===== src/rtl/iob_cache_arbiter.sv =====
// Round-robin arbiter that shares one IOb cache front-end port among NREQ requesters,
// with a flush sequencer: invalidate pulse, then wait for the write-through buffer to empty.
module iob_cache_arbiter #(
  parameter int unsigned NREQ   = 2,
  parameter int unsigned ADDR_W = 32,
  parameter int unsigned DATA_W = 32,
  localparam int unsigned NBYTES = DATA_W / 8
) (
  input  logic                     clk_i,
  input  logic                     rst_i,
  input  logic [NREQ-1:0]          req_i,
  input  logic [NREQ*ADDR_W-1:0]   addr_i,
  input  logic [NREQ*DATA_W-1:0]   wdata_i,
  input  logic [NREQ*NBYTES-1:0]   wstrb_i,
  output logic [DATA_W-1:0]        rdata_o,
  output logic [NREQ-1:0]          ack_o,
  output logic                     cache_req_o,
  output logic [ADDR_W-1:0]        cache_addr_o,
  output logic [DATA_W-1:0]        cache_wdata_o,
  output logic [NBYTES-1:0]        cache_wstrb_o,
  input  logic [DATA_W-1:0]        cache_rdata_i,
  input  logic                     cache_ack_i,
  input  logic                     flush_i,
  output logic                     invalidate_o,
  input  logic                     wtb_empty_i,
  output logic                     flush_busy_o,
  output logic [NREQ-1:0]          grant_o
);

  localparam int unsigned IdxW = (NREQ > 1) ? $clog2(NREQ) : 1;

  typedef enum logic [1:0] {StIdle, StBusy, StInv, StDrain} state_e;

  state_e            state_q;
  logic [NREQ-1:0]   grant_q;
  logic [IdxW-1:0]   last_q;
  logic              flush_pend_q;
  logic              cache_req_q;
  logic              invalidate_q;
  logic [ADDR_W-1:0] addr_q;
  logic [DATA_W-1:0] wdata_q;
  logic [NBYTES-1:0] wstrb_q;

  logic              hi_valid, lo_valid, pick_valid;
  logic [IdxW-1:0]   hi_idx, lo_idx, pick_idx;
  logic [ADDR_W-1:0] pick_addr;
  logic [DATA_W-1:0] pick_wdata;
  logic [NBYTES-1:0] pick_wstrb;
  logic              ack_valid;

  // Requesters above last win over those at or below it; lowest index wins within a group.
  always_comb begin
    hi_valid = 1'b0;
    lo_valid = 1'b0;
    hi_idx   = '0;
    lo_idx   = '0;
    for (int k = int'(NREQ) - 1; k >= 0; k--) begin
      if (req_i[k]) begin
        if (k > int'(last_q)) begin
          hi_valid = 1'b1;
          hi_idx   = IdxW'(k);
        end else begin
          lo_valid = 1'b1;
          lo_idx   = IdxW'(k);
        end
      end
    end
    pick_valid = hi_valid | lo_valid;
    pick_idx   = hi_valid ? hi_idx : lo_idx;
  end

  always_comb begin
    pick_addr  = '0;
    pick_wdata = '0;
    pick_wstrb = '0;
    for (int k = 0; k < int'(NREQ); k++) begin
      if (pick_idx == IdxW'(k)) begin
        pick_addr  = addr_i[k*ADDR_W +: ADDR_W];
        pick_wdata = wdata_i[k*DATA_W +: DATA_W];
        pick_wstrb = wstrb_i[k*NBYTES +: NBYTES];
      end
    end
  end

  always_ff @(posedge clk_i) begin
    if (!rst_i) begin
      state_q      <= StIdle;
      grant_q      <= '0;
      last_q       <= IdxW'(NREQ - 1);
      flush_pend_q <= 1'b0;
      cache_req_q  <= 1'b0;
      invalidate_q <= 1'b0;
      addr_q       <= '0;
      wdata_q      <= '0;
      wstrb_q      <= '0;
    end else begin
      if (flush_i) flush_pend_q <= 1'b1;
      unique case (state_q)
        StIdle: begin
          if (flush_pend_q) begin
            state_q      <= StInv;
            invalidate_q <= 1'b1;
          end else if (pick_valid) begin
            state_q     <= StBusy;
            grant_q     <= NREQ'(1) << pick_idx;
            last_q      <= pick_idx;
            cache_req_q <= 1'b1;
            addr_q      <= pick_addr;
            wdata_q     <= pick_wdata;
            wstrb_q     <= pick_wstrb;
          end
        end
        StBusy: begin
          if (cache_ack_i) begin
            state_q     <= StIdle;
            grant_q     <= '0;
            cache_req_q <= 1'b0;
          end
        end
        StInv: begin
          state_q      <= StDrain;
          invalidate_q <= 1'b0;
        end
        StDrain: begin
          if (wtb_empty_i) begin
            state_q      <= StIdle;
            // A pulse coinciding with the exit re-arms the flush.
            flush_pend_q <= flush_i;
          end
        end
        default: state_q <= StIdle;
      endcase
    end
  end

  always_ff @(posedge clk_i) begin
    if (rst_i && cache_ack_i) begin
      assert (state_q == StBusy)
        else $warning("iob_cache_arbiter: protocol error, cache ack with no transaction");
    end
  end

  assign ack_valid     = (state_q == StBusy) && cache_ack_i;
  assign ack_o         = ack_valid ? grant_q : '0;
  assign rdata_o       = ack_valid ? cache_rdata_i : '0;
  assign cache_req_o   = cache_req_q;
  assign cache_addr_o  = addr_q;
  assign cache_wdata_o = wdata_q;
  assign cache_wstrb_o = wstrb_q;
  assign invalidate_o  = invalidate_q;
  assign flush_busy_o  = flush_pend_q;
  assign grant_o       = grant_q;

endmodule

===== config.mk =====
export PLATFORM = sky130hd
export DESIGN_NAME = iob_cache_arbiter
export DESIGN_NICKNAME = d
export VERILOG_FILES = /design/src/rtl/iob_cache_arbiter.sv
export SDC_FILE = /design/constraint.sdc
export NUM_CORES = 1
export LEC_CHECK = 0
export ABC_AREA = 1
export CAP_MARGIN = 20
export CORE_MARGIN = 2
export CORE_UTILIZATION = 31
export CTS_CLUSTER_SIZE = 16
export DETAILED_ROUTE_END_ITERATION = 8
export HOLD_SLACK_MARGIN = 0.03
export PLACE_DENSITY = 0.81
export SKIP_LAST_GASP = 1
export SLEW_MARGIN = 20
export SYNTH_ARGS = -nofsm -noshare
export SYNTH_HDL_FRONTEND = slang
export SYNTH_SLANG_ARGS = --single-unit

===== constraint.sdc =====
create_clock -name clk_i -period 1.2 [get_ports clk_i]
set_input_delay 0.12 -clock clk_i [delete_from_list [all_inputs] [get_ports clk_i]]
set_output_delay 0.12 -clock clk_i [all_outputs]
set_load 0.05 [all_outputs]

Word-level counts from Yosys, hierarchy flattened
Cells that the tools add are included.
- bitwise gates (word level): 2
- equal/unequal tests: 9
- shifts and indexed selects: 1
- magnitude comparators: 1
- multiplexer cells: 29
- reduce and logical (&&, ||, !) cells: 8
- operators with widths (operator ; number):
    32-bit two-way mux ; 3
    1-bit two-way mux ; 14
    2-bit two-way mux ; 7
    2-bit inequality test (second input constant) ; 5
    2-bit one-hot mux with 4 select lines ; 1
    3-bit AND reduction ; 2
    2-bit == test (second input constant) ; 2
    4-bit two-way mux ; 1
    1-bit one-hot mux with 2 select lines ; 2
    2-bit one-hot mux with 2 select lines ; 1
    4-bit AND reduction ; 1
    2-bit nonzero test ; 2
    3-bit inequality test (second input constant) ; 1
    2-bit by 1-bit == test with 1-bit output (second input constant) ; 1
    2-bit zero test ; 1
    2-bit AND reduction ; 1
    1-bit by 1-bit left shift with 2-bit output (first input constant) ; 1
    1-bit > comparator (first input constant) ; 1
    1-bit logical AND ; 1
    1-bit NOT ; 1
    1-bit OR ; 1
- output and inout port bits: 107
- register bits after elaboration: 76
- input bits: 175

Depth between registers and ports, before layout
- depth after elaboration: 9
- mapped depth: 9

Worst setup path before layout
No wires, ideal clock.
- path type: flip-flop to output port
- start point: register state_q[0]
- end point: output rdata_o[10]
- setup slack: -0.415 ns
- arrival: 1.495 ns
- stages on the path, launching flop included: 4
- required time: 1.080 ns
- path through: dfxtp_1 nand3_1 buf_2 nor2_1
- word-level cells in the longest chain between the ends: 3
- RTL lines (what ; line ; RTL):
    start, declared ; 34 ; state_e state_q;
    start signal, assigned ; 87 ; state_q <= StIdle;
    start signal, assigned ; 101 ; state_q <= StInv;
    start signal, assigned ; 104 ; state_q <= StBusy;
    2-bit by 1-bit == test with 1-bit output ; 143 ; assign ack_valid = (state_q == StBusy) && cache_ack_i;
    1-bit logical AND ; 143 ;
    32-bit two-way mux ; 145 ; assign rdata_o = ack_valid ? cache_rdata_i : '0;
    end, declared ; 15 ; output logic [DATA_W-1:0] rdata_o,
Every way passes these cells.

Worst setup path in the final report
- start point: register state_q[1]
- end point: register wdata_q[16] (netlist: cache_wdata_o[16])
- word-level cells in the longest chain between the ends: 2
- RTL lines (what ; line ; RTL):
    2-bit zero test ; 98 ; unique case (state_q)
    3-bit AND reduction (no line) ; -- ;
    end signal, assigned ; 109 ; wdata_q <= pick_wdata;
    end, declared ; 41 ; logic [DATA_W-1:0] wdata_q;
Every way passes these cells.
A chain may end at the register's enable or synchronous reset.

==> reports/metrics.yaml <==
power:
  leakagePower_nw: 4.23
  seq_power_share_pct: 25.1
  p_switching_mw: 4.94
  irDropWorstVdd_uv: 956
  p_per_area_nw_per_um2: 1380
  sw_frac_of_total_pct: 37.3
  p_int_mw: 8.30
  power.total_mw: 13.2
  comb_power_share_pct: 52.5
  p_clk_share_pct: 22.4
timing:
  slew_viol_final: 0
  setup_ws_ns: -0.411
  tightest_slew_ns: 0.286
  hold_viol: 0
  relSlewSlack_pct: 80.9
  timing.fmax_mhz: 621
  period_share_pct: 134
  finalSetupViolations: 107
  holdWs_ns: 0.135
  period_minus_slack_ns: 1.61
  rsz0062_at_grt: "yes"
  clock_skew_ns: 0.00653
final_layout:
  stdcell_area_um2: 9570
  fin_cells: 1102
  n_antenna_cell: 0
  nets: 1125
  drive_gt1_share_pct: 31.2
  area_growth_pct: 151
die:
  io_pins: 282
  core-area_um2: 12000
  rows: 40
  die_width_um: 115
  start_util_pct: 31.7
  die-height_um: 115
  die_area_um2: 13200
drt:
  drc: 0
  drtIter0Drc: 267
  dr.pass1.iters: 4
  drtAntennaViolNets: 0
  wl_um: 17800
  vias_per_cell: 4.75
  wl_per_cell_um: 16.1
  vias: 5234
grt:
  grtUsageMet3_pct: 6.85
  gr-usage-met2_pct: 46.8
  grt_pass1_vias: 5222
  grt_util_met1_pct: 25.6
  busiest_layer: "met2"
  overflow: 0
  grt_pass1_wl_um: 25900
  grt_max_degree: 70
  antenna_found_initial: 0
  grt_usage_pct: 25.0
min_path:
  hold_class: "in2reg"
  holdPathEnd: "cache_wdata_o[21]"
  hp-start: "rst_i"
  whs_path_depth: 3
clock_network:
  ctsHoldBuffers: 0
  cts.sinks: 76
  clock_path_buffers: 2
  cts-root-buf: "clkbuf_16"
  cts_max_level: 3
  clk_pin_slew_worst_paths_ns: 0.06
  cts_tree: "done"
  numCtsBuffers: 9
  clk_latency_ns: 0.33
synth:
  synth_fp_nets: 807
  yosysWarnings: 0
  synth_top_area_share_pct: 40.0
  synth_compound_area_share_pct: 10.0
  synth_top_cell_by_area: "dfxtp_1"
  synth_cell_types: 21
  avgSynthCellArea_um2: 6.02
  netlist_area_um2: 3810
  synth_top_family_by_area: "simple AND/OR/NAND/NOR gates"
  synth-xor-area-share_pct: 0
  synth-adder-area-share_pct: 0
  synth_seq_cells: 76
  syn_inst: 632
  ys_seq_area_share_pct: 40.0
  synthSimpleGateAreaFrac_pct: 40.7
  synthMuxAreaShare_pct: 0
  yosys-top-cells-area: "dfxtp_1, nand2_1, nor2_1"
worst_setup_path:
  worst-path-buf-inv: 4
  cp-end-kind: "register"
  slowest_stage: "dfxtp_4"
  r2r_start: "state_q[1]"
  path_delay_family: "buffers and inverters"
  reg2reg_to: "cache_wdata_o[16]"
  cp.arrival_ns: 1.84
  r2r_slack_ns: -0.41
  cp-start-kind: "register"
  critical_path_peak_fanout: 6
  crit_required_ns: 1.42
  critPathKind: "reg2reg"
  path_cells: "buf_4 > nor2_4 > nand2_4 > nor2_8 > clkinv_8 > buf_12 > clkbuf_16 > nor2_2 > nor2_1"
  cpPeakStageDelay_ns: 0.35
  worstRegToRegCells: 9
place:
  place_congestion: 0.807
  dpl_cell_area_um2: 8280
  dpl.hpwl_um: 11900
  dp_cells: 1053
  port_buffers: 281
status:
  status: "complete, but fails checks"
  violations: "setup timing"
run:
  maxCapViolations: 0
-- layout make-up --
class	count	area, um^2
Tap cell	147	184
Clock buffer	11	243
Timing Repair Buffer	344	4880
Timing Repair inverter	1	6.26
Inverter	41	169
Clock inverter	5	85.1
Fill cell	737	2440
Sequential cell	76	1530
Multi-Input combinational cell	477	2470
-- sequential cells by signal, indices dropped and copies added, names as in the netlist --
| register | count |
|---|---|
| last_q | 1 |
| cache_wdata_o | 32 |
| flush_busy_o | 1 |
| grant_o | 2 |
| cache_wstrb_o | 4 |
| cache_req_o | 1 |
| invalidate_o | 1 |
| state_q | 2 |
| cache_addr_o | 32 |
-- synthesized netlist by cell type (all sizes together) --
cell    instances
nand3           3
nand2         222
nor2          175
dfxtp          76
inv            41
buf            32
a21oi           6
a31oi           1
o21ai          69
clkbuf          6
nand3b          1
-- per-stage QoR --
stage,util [%],TNS [ns],setup slack [ns]
after floorplan,-,-0.403,-0.0386
after global placement,68.9,-29.48,-0.361
after detailed placement,68.9,-31.37,-0.393
after CTS,75.9,-33.04,-0.366
after global routing,79.7,-39.36,-0.487
final,79.7,-33.34,-0.411
-- placed cells by master (no fill, tap or decap), drive strengths merged --
| master | netlist | routed |
|---|---|---|
| clkinvlp | 0 | 1 |
| dfxtp | 76 | 76 |
| inv | 41 | 41 |
| nor2 | 175 | 175 |
| nand3b | 1 | 1 |
| nand3 | 3 | 3 |
| bufbuf | 0 | 1 |
| nand2 | 222 | 222 |
| clkdlybuf4s50 | 0 | 173 |
| buf | 32 | 165 |
| clkinv | 0 | 3 |
| clkbuf | 6 | 16 |
| o21ai | 69 | 69 |
| bufinv | 0 | 2 |
| a21oi | 6 | 6 |
| a31oi | 1 | 1 |
-- routing by layer --
| layer | share of wire, % | routed length [um] | vias up |
|---|---|---|---|
| li1 | - | - | 2559 |
| met1 | 36 | 6380 | 2386 |
| met2 | 52 | 9290 | 235 |
| met3 | 7.5 | 1330 | 54 |
| met4 | 4.4 | 777 | 0 |
| met5 | 0 | 0 | - |
-- power groups by stage --
stage	logic [mW]	clock network (mW)	registers [mW]
finish	6.95	2.96	3.33
detailed placement	5.68	0	3.37
floorplan	1.52	0	4.43
global placement	5.61	0	3.36
global route	7.27	3.09	3.37
CTS	6.37	3.00	3.32
-- cell families (layout without fill, tap and decap cells) --
logic type | count (synthesis) | after routing
buf+inv | 79 | 402
simple gates | 401 | 401
compound gates | 76 | 76
flops | 76 | 76
-- worst min-delay path, cell delays in order --
cell and delay (ns):
buf_2 0.16, o21ai_0 0.09, nor2_1 0.05
-- what timing repair did --
action	in CTS	in global routing
gates cloned	10	6
setup endpoints to repair	106	107
gates resized for setup	56	83
setup buffers	8	10
pin swaps	11	14
-- worst max path at each step --
stage	cells past startpoint	endpoint	from	slack (ns)
finish	9	cache_wdata_o[16]	state_q[1]	-0.41
global placement	7	cache_addr_o[20]	req_i[1]	-0.36
detailed placement	7	cache_addr_o[12]	req_i[1]	-0.39
CTS	6	rdata_o[5]	state_q[1]	-0.37
floorplan	4	rdata_o[10]	state_q[1]	-0.04
global route	9	cache_wdata_o[16]	state_q[1]	-0.49
No activity file was read; power rests on OpenSTA's default activity.
